## src/rtl/pifo_pkg.sv

```systemverilog
// Shared widths, field offsets and types for the per-port PIFO rank queue.
// Entry layout (MSB..LSB): {port_id, class, round, info}; last_pkt_info is {round, info}.
package pifo_pkg;

    localparam int PIFO_ROUND_WIDTH    = 20;
    localparam int PIFO_CLASS_WIDTH    = 5;
    localparam int PIFO_PORT_ID_WIDTH  = 3;
    localparam int PIFO_INFO_WIDTH     = 12;
    localparam int PIFO_DEPTH          = 16;
    localparam int PIFO_CNT_WIDTH      = 5;
    localparam int PIFO_DROP_CNT_WIDTH = 16;
    localparam int PIFO_ENTRY_WIDTH    = PIFO_PORT_ID_WIDTH + PIFO_CLASS_WIDTH
                                       + PIFO_ROUND_WIDTH + PIFO_INFO_WIDTH;

    localparam int PORT_ID_LSB = 37;
    localparam int CLASS_LSB   = 32;
    localparam int ROUND_LSB   = 12;
    localparam int INFO_LSB    = 0;

    localparam int LAST_ROUND_LSB = 12;
    localparam int LAST_INFO_LSB  = 0;
    localparam int LAST_WIDTH     = PIFO_ROUND_WIDTH + PIFO_INFO_WIDTH;

    typedef struct packed {
        logic [PIFO_PORT_ID_WIDTH-1:0] port_id;
        logic [PIFO_CLASS_WIDTH-1:0]   class_id;
        logic [PIFO_ROUND_WIDTH-1:0]   round;
        logic [PIFO_INFO_WIDTH-1:0]    info;
    } pifo_entry_t;

    typedef enum logic [1:0] {
        SLOT_HOLD       = 2'd0,
        SLOT_SHIFT_UP   = 2'd1,
        SLOT_SHIFT_DOWN = 2'd2,
        SLOT_LOAD       = 2'd3
    } slot_op_e;

endpackage

```

## src/rtl/pifo_slot.sv

```systemverilog
// One PIFO storage slot: valid bit plus entry, with its own round compare
// against the incoming entry and a 4-way next-value select driven by the top.
module pifo_slot
    import pifo_pkg::*;
#(
    parameter int ENTRY_WIDTH = PIFO_ENTRY_WIDTH,
    parameter int ROUND_WIDTH = PIFO_ROUND_WIDTH,
    parameter int RND_LSB     = PIFO_INFO_WIDTH
)(
    input  logic                   clk_dp,
    input  logic                   rst,
    input  slot_op_e               i_op,
    input  logic [ENTRY_WIDTH-1:0] i_new_entry,
    input  logic                   i_lower_valid,
    input  logic [ENTRY_WIDTH-1:0] i_lower_entry,
    input  logic                   i_upper_valid,
    input  logic [ENTRY_WIDTH-1:0] i_upper_entry,
    output logic                   o_valid,
    output logic [ENTRY_WIDTH-1:0] o_entry,
    output logic                   o_le
);

    logic                   r_valid;
    logic [ENTRY_WIDTH-1:0] r_entry;
    logic                   w_next_valid;
    logic [ENTRY_WIDTH-1:0] w_next_entry;

    // Invalid slots never count toward the insert position.
    assign o_le    = r_valid &&
                     (r_entry[RND_LSB +: ROUND_WIDTH] <= i_new_entry[RND_LSB +: ROUND_WIDTH]);
    assign o_valid = r_valid;
    assign o_entry = r_entry;

    always_comb begin
        w_next_valid = r_valid;
        w_next_entry = r_entry;
        case (i_op)
            SLOT_SHIFT_UP: begin
                w_next_valid = i_lower_valid;
                w_next_entry = i_lower_entry;
            end
            SLOT_SHIFT_DOWN: begin
                w_next_valid = i_upper_valid;
                w_next_entry = i_upper_entry;
            end
            SLOT_LOAD: begin
                w_next_valid = 1'b1;
                w_next_entry = i_new_entry;
            end
            default: begin
                w_next_valid = r_valid;
                w_next_entry = r_entry;
            end
        endcase
    end

    always_ff @(posedge clk_dp) begin
        if (!rst) begin
            r_valid <= 1'b0;
            r_entry <= '0;
        end else begin
            r_valid <= w_next_valid;
            r_entry <= w_next_entry;
        end
    end

endmodule

```

## src/rtl/pifo_rank_queue.sv

```systemverilog
// Per-port push-in-first-out queue sorted by round (ties FIFO); slot 0 is the head.
// Owns occupancy, insert-position encoding, dequeue output registers and drop counting.
module pifo_rank_queue
    import pifo_pkg::*;
#(
    parameter int ROUND_WIDTH     = PIFO_ROUND_WIDTH,
    parameter int CLASS_WIDTH     = PIFO_CLASS_WIDTH,
    parameter int PORT_ID_WIDTH   = PIFO_PORT_ID_WIDTH,
    parameter int PIFO_INFO_WIDTH = pifo_pkg::PIFO_INFO_WIDTH,
    parameter int DEPTH           = PIFO_DEPTH,
    parameter int CNT_WIDTH       = PIFO_CNT_WIDTH,
    parameter int DROP_CNT_WIDTH  = PIFO_DROP_CNT_WIDTH,
    parameter int ENTRY_WIDTH     = PORT_ID_WIDTH + CLASS_WIDTH + ROUND_WIDTH + PIFO_INFO_WIDTH
)(
    input  logic                                  clk_dp,
    input  logic                                  rst,
    input  logic                                  enq_valid,
    input  logic [ENTRY_WIDTH-1:0]                enq_data,
    input  logic                                  deq_req,
    output logic                                  deq_valid,
    output logic [ENTRY_WIDTH-1:0]                deq_data,
    output logic [ROUND_WIDTH+PIFO_INFO_WIDTH-1:0] last_pkt_info,
    output logic [CNT_WIDTH-1:0]                  count,
    output logic                                  full,
    output logic                                  empty,
    output logic [DROP_CNT_WIDTH-1:0]             drop_count
);

    localparam int                   INFO_ROUND_WIDTH = ROUND_WIDTH + PIFO_INFO_WIDTH;
    localparam logic [CNT_WIDTH-1:0] DEPTH_CNT        = CNT_WIDTH'(DEPTH);

    logic                          r_deq_valid;
    logic [ENTRY_WIDTH-1:0]        r_deq_data;
    logic [INFO_ROUND_WIDTH-1:0]   r_last_info;
    logic [CNT_WIDTH-1:0]          r_count;
    logic [DROP_CNT_WIDTH-1:0]     r_drop_count;

    logic [DEPTH-1:0]              w_slot_valid;
    logic [DEPTH-1:0]              w_slot_le;
    logic [ENTRY_WIDTH-1:0]        w_slot_entry [DEPTH];
    slot_op_e                      w_op [DEPTH];

    logic                          w_do_deq;
    logic                          w_do_enq;
    logic                          w_drop;
    logic [CNT_WIDTH-1:0]          w_pos;
    logic [CNT_WIDTH-1:0]          w_ins_pos;

    assign full          = (r_count == DEPTH_CNT);
    assign empty         = (r_count == '0);
    assign count         = r_count;
    assign deq_valid     = r_deq_valid;
    assign deq_data      = r_deq_data;
    assign last_pkt_info = r_last_info;
    assign drop_count    = r_drop_count;

    // A dequeue frees a slot, so a full queue still accepts a same-cycle enqueue.
    assign w_do_deq = deq_req && !empty;
    assign w_do_enq = enq_valid && (!full || w_do_deq);
    assign w_drop   = enq_valid && full && !deq_req;

    // Valid slots are sorted, so the "<=" bits form a prefix and their popcount is the insert index.
    always_comb begin
        w_pos = '0;
        for (int i = 0; i < DEPTH; i++) begin
            w_pos = w_pos + CNT_WIDTH'(w_slot_le[i]);
        end
        w_ins_pos = (w_do_deq && (w_pos != '0)) ? (w_pos - 1'b1) : w_pos;
    end

    always_comb begin
        for (int i = 0; i < DEPTH; i++) begin
            w_op[i] = SLOT_HOLD;
            if (w_do_enq && !w_do_deq) begin
                if (CNT_WIDTH'(i) == w_ins_pos) begin
                    w_op[i] = SLOT_LOAD;
                end else if (CNT_WIDTH'(i) > w_ins_pos) begin
                    w_op[i] = SLOT_SHIFT_UP;
                end
            end else if (w_do_enq && w_do_deq) begin
                if (CNT_WIDTH'(i) < w_ins_pos) begin
                    w_op[i] = SLOT_SHIFT_DOWN;
                end else if (CNT_WIDTH'(i) == w_ins_pos) begin
                    w_op[i] = SLOT_LOAD;
                end
            end else if (w_do_deq) begin
                w_op[i] = SLOT_SHIFT_DOWN;
            end
        end
    end

    for (genvar g = 0; g < DEPTH; g++) begin : g_slot
        logic                   w_lower_valid;
        logic [ENTRY_WIDTH-1:0] w_lower_entry;
        logic                   w_upper_valid;
        logic [ENTRY_WIDTH-1:0] w_upper_entry;

        if (g == 0) begin : g_bottom
            assign w_lower_valid = 1'b0;
            assign w_lower_entry = '0;
        end else begin : g_mid_lo
            assign w_lower_valid = w_slot_valid[g-1];
            assign w_lower_entry = w_slot_entry[g-1];
        end

        if (g == DEPTH-1) begin : g_top
            assign w_upper_valid = 1'b0;
            assign w_upper_entry = '0;
        end else begin : g_mid_hi
            assign w_upper_valid = w_slot_valid[g+1];
            assign w_upper_entry = w_slot_entry[g+1];
        end

        pifo_slot #(
            .ENTRY_WIDTH (ENTRY_WIDTH),
            .ROUND_WIDTH (ROUND_WIDTH),
            .RND_LSB     (PIFO_INFO_WIDTH)
        ) u_slot (
            .clk_dp        (clk_dp),
            .rst           (rst),
            .i_op          (w_op[g]),
            .i_new_entry   (enq_data),
            .i_lower_valid (w_lower_valid),
            .i_lower_entry (w_lower_entry),
            .i_upper_valid (w_upper_valid),
            .i_upper_entry (w_upper_entry),
            .o_valid       (w_slot_valid[g]),
            .o_entry       (w_slot_entry[g]),
            .o_le          (w_slot_le[g])
        );
    end

    // Round and info sit in the low bits of an entry, so {round, info} is a plain low slice.
    always_ff @(posedge clk_dp) begin
        if (!rst) begin
            r_deq_valid  <= 1'b0;
            r_deq_data   <= '0;
            r_last_info  <= '0;
            r_count      <= '0;
            r_drop_count <= '0;
        end else begin
            r_deq_valid <= w_do_deq;
            if (w_do_deq) begin
                r_deq_data  <= w_slot_entry[0];
                r_last_info <= w_slot_entry[0][INFO_ROUND_WIDTH-1:0];
            end
            if (w_do_enq && !w_do_deq) begin
                r_count <= r_count + 1'b1;
            end else if (w_do_deq && !w_do_enq) begin
                r_count <= r_count - 1'b1;
            end
            if (w_drop && (r_drop_count != '1)) begin
                r_drop_count <= r_drop_count + 1'b1;
            end
        end
    end

endmodule

```

## config.mk

```make
export PLATFORM = sky130hd
export DESIGN_NAME = pifo_rank_queue
export DESIGN_NICKNAME = d
export VERILOG_FILES = /design/src/rtl/pifo_pkg.sv /design/src/rtl/pifo_slot.sv /design/src/rtl/pifo_rank_queue.sv
export SDC_FILE = /design/constraint.sdc
export NUM_CORES = 2
export LEC_CHECK = 0
export BUFFER_PORTS_ARGS = -buffer_cell sky130_fd_sc_hd__buf_4
export CELL_PAD_IN_SITES_DETAIL_PLACEMENT = 0
export CELL_PAD_IN_SITES_GLOBAL_PLACEMENT = 1
export CORE_AREA = 5 5 438 440
export DETAILED_ROUTE_END_ITERATION = 10
export DIE_AREA = 0 0 443 445
export PLACE_DENSITY_LB_ADDON = 0.25
export SYNTH_ARGS = -nofsm -noshare
export SYNTH_HDL_FRONTEND = slang
export SYNTH_SLANG_ARGS = --single-unit
```

## constraint.sdc

```tcl
create_clock -name clk_dp -period 8.4 [get_ports clk_dp]
set_input_delay 1.26 -clock clk_dp [delete_from_list [all_inputs] [get_ports clk_dp]]
set_output_delay 1.26 -clock clk_dp [all_outputs]
set_load 0.05 [all_outputs]
```

Word level (Yosys, flattened, before mapping)
Cells that the tools add are included.
Storage, ports and cells
  register bits after elaboration: 750
  output and inout bits: 96
Operators by class
  add/subtract/negate cells: 19
  equal/unequal tests: 65
  mux-type cells: 132
  reduce and logical (&&, ||, !) cells: 51
  order comparisons: 48
Operators with widths (number)
  $pmux W40 S3: 16
  $le A20 B20 Y1: 16
  $mux W2: 81
  $eq A2 B2 Y1 const B: 32
  $add A5 B1 Y5: 11
  $pmux W1 S3: 16
  $reduce_bool A3 Y1: 16
  $eq A4 B5 Y1 const A: 8
  $gt A4 B5 Y1 const A: 8
  $lt A4 B5 Y1 const A: 8
  $eq A2 B1 Y1 const B: 16
  $logic_and A1 B1 Y1: 25
  $eq A3 B5 Y1 const A: 4
  $gt A3 B5 Y1 const A: 4
  $lt A3 B5 Y1 const A: 4
  $add A16 B1 Y16 const B: 1
  $mux W1: 16
  $ne A16 B16 Y1 const B: 1
  $mux W5: 3
  $eq A2 B5 Y1 const A: 2
  $gt A1 B5 Y1 const A: 2
  $gt A2 B5 Y1 const A: 2
  $logic_not A5 Y1: 2
  $lt A1 B5 Y1 const A: 2
  other kinds (13): 19

Logic depth before layout (Yosys ltp)
  depth in word-level cells: 27
  depth in mapped cells: 34
  gate-level depth less buffers: 29

Modules after synthesis
From an unflattened synthesis, not the netlist that was laid out.
Second synthesis, totals
  cells, all modules: 3895
  area, all modules: 45738.9 µm²
Modules (own cells, without submodules)
  pifo_slot (g_slot[0].u_slot ...): times used 14, cells each 210, area each 2588.7 µm²
  pifo_rank_queue: times used 1, cells each 534, area each 4270.3 µm²
  pifo_slot (g_slot[9].u_slot): times used 1, cells each 211, area each 2635.0 µm²
  pifo_slot (g_slot[14].u_slot): times used 1, cells each 210, area each 2591.2 µm²

Worst setup path after synthesis
Ideal clock, no wire load.
  kind: input to register
  start point: input enq_data[17]
  end point: register g_slot[7].u_slot.r_entry[32]
  data required time: 8.285 ns
  path slack: -0.418 ns
  buffers on the path: 3
  stages on the path: 31
  library setup time: 0.115 ns
  data arrival time: 8.703 ns
  cells stage by stage: inv_1 > ha_1 > a21o_1 > a21o_1 > a21o_1 > a21o_1 > a21o_1 > a21oi_1 > o21ai_0 > o31a_1 > fa_1 > inv_1 > fa_1 > inv_1 > fa_1 > inv_1 > fa_1 > ha_1 > inv_1 > fa_1 > ha_1 > clkbuf_1 > nand2_1 > o211ai_1 > o41a_1 > buf_4 > a211oi_1 > a311oi_4 > buf_4 > mux4_2 > and2_1
On the way
  word-level cells in the longest chain between the ends: 27
  elaborated cells between the ends (all ways): 65
  those cells by class: 16 x add/sub; 18 x order compare; 4 x eq/ne; 8 x mux; 19 x reduce/logical
Ends and longest elaborated chain
  start: declaration: RTL line pifo_rank_queue.sv:18  | input logic [ENTRY_WIDTH-1:0] enq_data,
  $le A20 B20 Y1: RTL line pifo_slot.sv:30  | (r_entry[RND_LSB +: ROUND_WIDTH] <= i_new_entry[RND_LSB +: ROUND_WIDTH]);
  $logic_and A1 B1 Y1: RTL line pifo_slot.sv:29  | assign o_le = r_valid &&
  $add A1 B1 Y2: RTL line pifo_rank_queue.sv:66  | w_pos = w_pos + CNT_WIDTH'(w_slot_le[i]);
  $add A2 B1 Y3: RTL line pifo_rank_queue.sv:66
  $add A3 B1 Y4: RTL line pifo_rank_queue.sv:66
  $add A4 B1 Y5: RTL line pifo_rank_queue.sv:66
  $add A5 B1 Y5 (10 in a row): RTL line pifo_rank_queue.sv:66
  $add A5 B1 Y5 (*): RTL line pifo_rank_queue.sv:66
  branches (longest 2 deep; another with $sub A5 B1 Y5)
  $mux W5 (*): RTL line pifo_rank_queue.sv:68  | w_ins_pos = (w_do_deq && (w_pos != '0)) ? (w_pos - 1'b1) : w_pos;
  branches (longest 4 deep; another with $lt A3 B5 Y1)
  $mux W2 (*): RTL line pifo_rank_queue.sv:74  | if (w_do_enq && !w_do_deq) begin
  $eq A2 B2 Y1 / $eq A2 B1 Y1 (equally long branches): RTL line pifo_slot.sv:37  | case (i_op)
  $pmux W40 S3 / $reduce_bool A3 Y1 (equally long branches)
  end signal: assignment: RTL line pifo_slot.sv:63  | r_entry <= w_next_entry;
  end: declaration: RTL line pifo_slot.sv:24  | logic [ENTRY_WIDTH-1:0] r_entry;
Mark *: on every way between the ends.
A chain may end at the register's enable or synchronous reset.

Final worst setup path
  start point: input enq_data[26]
  end point: register g_slot[12].u_slot.r_valid
On the way
  word-level cells in the longest chain between the ends: 27
  elaborated cells between the ends (all ways): 65
  those cells by class: 16 x add/sub; 18 x order compare; 4 x eq/ne; 8 x mux; 19 x reduce/logical
Ends and longest elaborated chain
  $le A20 B20 Y1: RTL line pifo_slot.sv:30
  $logic_and A1 B1 Y1: RTL line pifo_slot.sv:29
  $add A1 B1 Y2: RTL line pifo_rank_queue.sv:66
  $add A2 B1 Y3: RTL line pifo_rank_queue.sv:66
  $add A3 B1 Y4: RTL line pifo_rank_queue.sv:66
  $add A4 B1 Y5: RTL line pifo_rank_queue.sv:66
  $add A5 B1 Y5 (10 in a row): RTL line pifo_rank_queue.sv:66
  $add A5 B1 Y5 (*): RTL line pifo_rank_queue.sv:66
  branches (longest 2 deep; another with $sub A5 B1 Y5)
  $mux W5 (*): RTL line pifo_rank_queue.sv:68
  branches (longest 4 deep; another with $lt A4 B5 Y1)
  $mux W2 (*): RTL line pifo_rank_queue.sv:74
  $eq A2 B2 Y1 / $eq A2 B1 Y1 (equally long branches): RTL line pifo_slot.sv:37
  $pmux W1 S3 / $reduce_bool A3 Y1 (equally long branches)
  end signal: assignment: RTL line pifo_slot.sv:62  | r_valid <= w_next_valid;
  end: declaration: RTL line pifo_slot.sv:23  | logic r_valid;
Marks and branches as above.

==> flow_summary.yaml <==
outcome:
  status: "finished, final reports clean"
worst_setup_path:
  cp.required_ns: 8.96
  cp_common_cell: "inv_1"
  rr_endpoint: "g_slot[12].u_slot.o_valid"
  path_max_fanout: 6
  cp_slowest_cell: "fa_1"
  crit_path_end_kind: "flop"
  worst-r2r-setup-slack_ns: 0.70
  slowest_delay_ns: 0.58
  timing.rr.start: "g_slot[15].u_slot.o_entry[25]"
  criticalPathCategory: "input port to flop"
  rr_worst_depth: 27
  crit_arrival_ns: 8.84
  start_kind: "input port"
grt:
  grt.met3_usage_pct: 1.85
  met1_usage_pct: 21.9
  grt-ovfl-total: 0
  grtUsageMet2_pct: 24.9
  grt-busiest-layer: "met2"
  grt_pass1_vias: 39400
  grtUsageTotal_pct: 15.6
  antenna_found_initial: 7
  grt_start_max_net_pins: 99
  grt_pass1_wl_um: 246000
flow_run:
  maxCapViolations: 0
logic_synthesis:
  syn_area_um2: 44600
  ys_async_sr_fraction_pct: 0
  yosys_warnings: 0
  ys_types: 88
  avgSynthCellArea_um2: 8.86
  ys.flop_type: "dfxtp_1"
  synthCells: 5034
  ys_seq_elements: 718
  synth_edf_count: 0
  synth_nets: 5420
  ys_seq_area_share_pct: 32.2
min_path:
  hp-class: "flop to flop"
  whs_path_depth: 2
  whs_endpoint: "deq_data[32]"
  min_from: "deq_data[32]"
timing:
  hold_viol_final: 0
  min_period_over_period_pct: 98.5
  clock.fmax_mhz: 121
  worst_slack_ns: 0.124
  finalSetupViolCount: 0
  rsz0062_at_grt: "yes"
  slew_violations: 0
  finClkSkew_ns: 0.0301
  period_minus_slack_ns: 8.28
  slew_headroom_pct: 21.3
  worst_pin_slew_ns: 1.18
clocking:
  ctsLongestPathBuffers: 3
  cts_hold_buf: 0
  clk_pin_slew_ns: 0.06
  numCtsBuffers: 92
  insertion_delay_ns: 0.69
  cts_tree: "built"
  clockRootBuffer: "clkbuf_16"
  htree_num_levels: 3
  clkSinkCount: 718
place:
  gp_congestion: 0.854
  dpl_worst_slack_ns: -0.769
  dpl.hpwl_um: 123000
  port_buffers: 139
floorplan:
  coreArea_um2: 187000
  start_util_pct: 23.8
  placementRows: 159
  die_x_um: 443
  die_y_um: 445
  boundaryPins: 140
  die_area_um2: 197000
route:
  first_iter_violations: 2279
  vias_per_cell: 4.99
  num_vias: 39600
  drc: 0
  wl_um: 162000
  avgRoutedWirePerCell_um: 20.5
  ant_nets: 0
  dr.pass1.iters: 5
final_layout:
  nets: 5750
  mostFrequentLayoutCells: "dfxtp_1 (718), buf_4 (586), mux2i_1 (484)"
  syn2layout_area_growth_pct: 26.9
  fillers: 19700
  drive_gt1_share_pct: 22.0
  final_common_cell: "dfxtp_1"
[cell usage after synthesis (all sizes together) (9+ instances only)]
cell type  instances  share of area (%)
a21o             155                2.6
buf              154                2.2
a221oi            86                1.7
inv              137                1.2
o31a              14               0.28
nand4b            11               0.22
clkbuf           334                2.8
or3               16               0.22
o31ai             51               0.87
nand2            434                3.7
a211oi           172                3.4
nor2             276                2.3
xor2              14               0.28
o21ai            221                2.5
and2              46               0.65
a22oi            121                2.0
mux2i            488                 11
nand4            100                1.4
o211a             22               0.49
nor3              57               0.68
nor2b             74                1.0
nand3             78               0.88
o221a             40                1.0
o22ai            213                3.0
nand2b            18               0.25
mux4              41                2.1
dfxtp            718                 32
a31oi              9               0.16
a21oi            271                3.1
a311oi            49                1.0
ha               331                9.3
and3              70               0.98
o221ai            42               0.83
o211ai            39               0.66
fa                11               0.49
mux2              42                1.1
[cell type report]
type | count | area, um2 | area share, %
inverters | 138 | 527 | 0.931
well taps | 2495 | 3120 | 5.52
multi-input cells | 3692 | 28400 | 50.2
flip-flops and latches | 718 | 14400 | 25.4
clock inverters | 25 | 295 | 0.522
clock buffers | 139 | 2780 | 4.92
repair buffers | 722 | 7080 | 12.5
diodes | 7 | 17.5 | 0.0310
[routing by layer]
layer,wire [um],share of wire (%)
met1,79100,49
met2,73600,45
met3,5570,3.4
met4,4140,2.5
met5,0,0
[cell families (layout without fill, tap and decap cells)]
family | Yosys count | count (layout) | share of synthesized area, %
AO/OA/AOI/OAI | 1552 | 1552 | 24.5
AND/OR/NAND/NOR | 1206 | 1207 | 12.8
flip-flops | 718 | 718 | 32.2
buffers and inverters | 626 | 1024 | 6.17
multiplexers | 571 | 572 | 14.1
adder cells (fa/ha/maj) | 342 | 342 | 9.78
XOR/XNOR | 19 | 19 | 0.390
other | 0 | 7 | 0
[state kept, by name (all words and copies together), names as in the netlist]
signal	flops
count	5
drop_count	16
g_slot.u_slot.o_valid	16
g_slot.u_slot.o_entry	640
deq_data	40
deq_valid	1
[stage by stage]
| step | cell area (um2) | utilization (%) | instances | hold slack, ns | TNS (ns) |
|---|---|---|---|---|---|
| floorplan | 45100 | - | 5034 | 0.428 | -9.24 |
| global placement | 52800 | 28.2 | 7735 | 0.445 | -392.78 |
| detailed placement | 52800 | 28.2 | 7735 | 0.449 | -394.63 |
| CTS | 55900 | 29.9 | 7899 | 0.452 | 0 |
| global route | 56600 | 30.2 | 7933 | 0.472 | -0.451 |
| finish | 56600 | 30.2 | 7936 | 0.454 | 0 |
[repair_timing]
item	in CTS	in global routing
pin swaps	0	12
setup buffers	0	18
resized for setup	1	66
gates cloned	0	12
setup endpoints to repair	60	623
endpoints found under the hold margin	0	0
[how the worst max path moves through the flow]
stage	depth (start not counted)	slack [ns]	endpoint	from
5_1_grt	31	-0.05	g_slot[12].u_slot.o_entry[0]	enq_data[29]
3_5_place_dp	33	-0.77	g_slot[14].u_slot.o_entry[16]	enq_data[17]
3_3_place_gp	33	-0.79	g_slot[14].u_slot.o_entry[25]	enq_data[17]
6_report	30	0.12	g_slot[12].u_slot.o_valid	enq_data[26]
4_1_cts	33	0.04	g_slot[15].u_slot.o_entry[20]	enq_data[13]
2_1_floorplan	30	-0.11	g_slot[7].u_slot.o_entry[13]	enq_data[17]
[critical path, delay by kind of cell]
kind / cells / cell delay, ns
AND/OR/NAND/NOR: 5 / 1.10
XOR/XNOR: 1 / 0.16
buffers and inverters: 10 / 1.08
AO/OA/AOI/OAI: 5 / 1.75
multiplexers: 2 / 0.39
adder cells (fa/ha/maj): 7 / 3.06
Power is not shown: default switching activity piles up to over one toggle a cycle in this logic, so the estimate is an artifact.
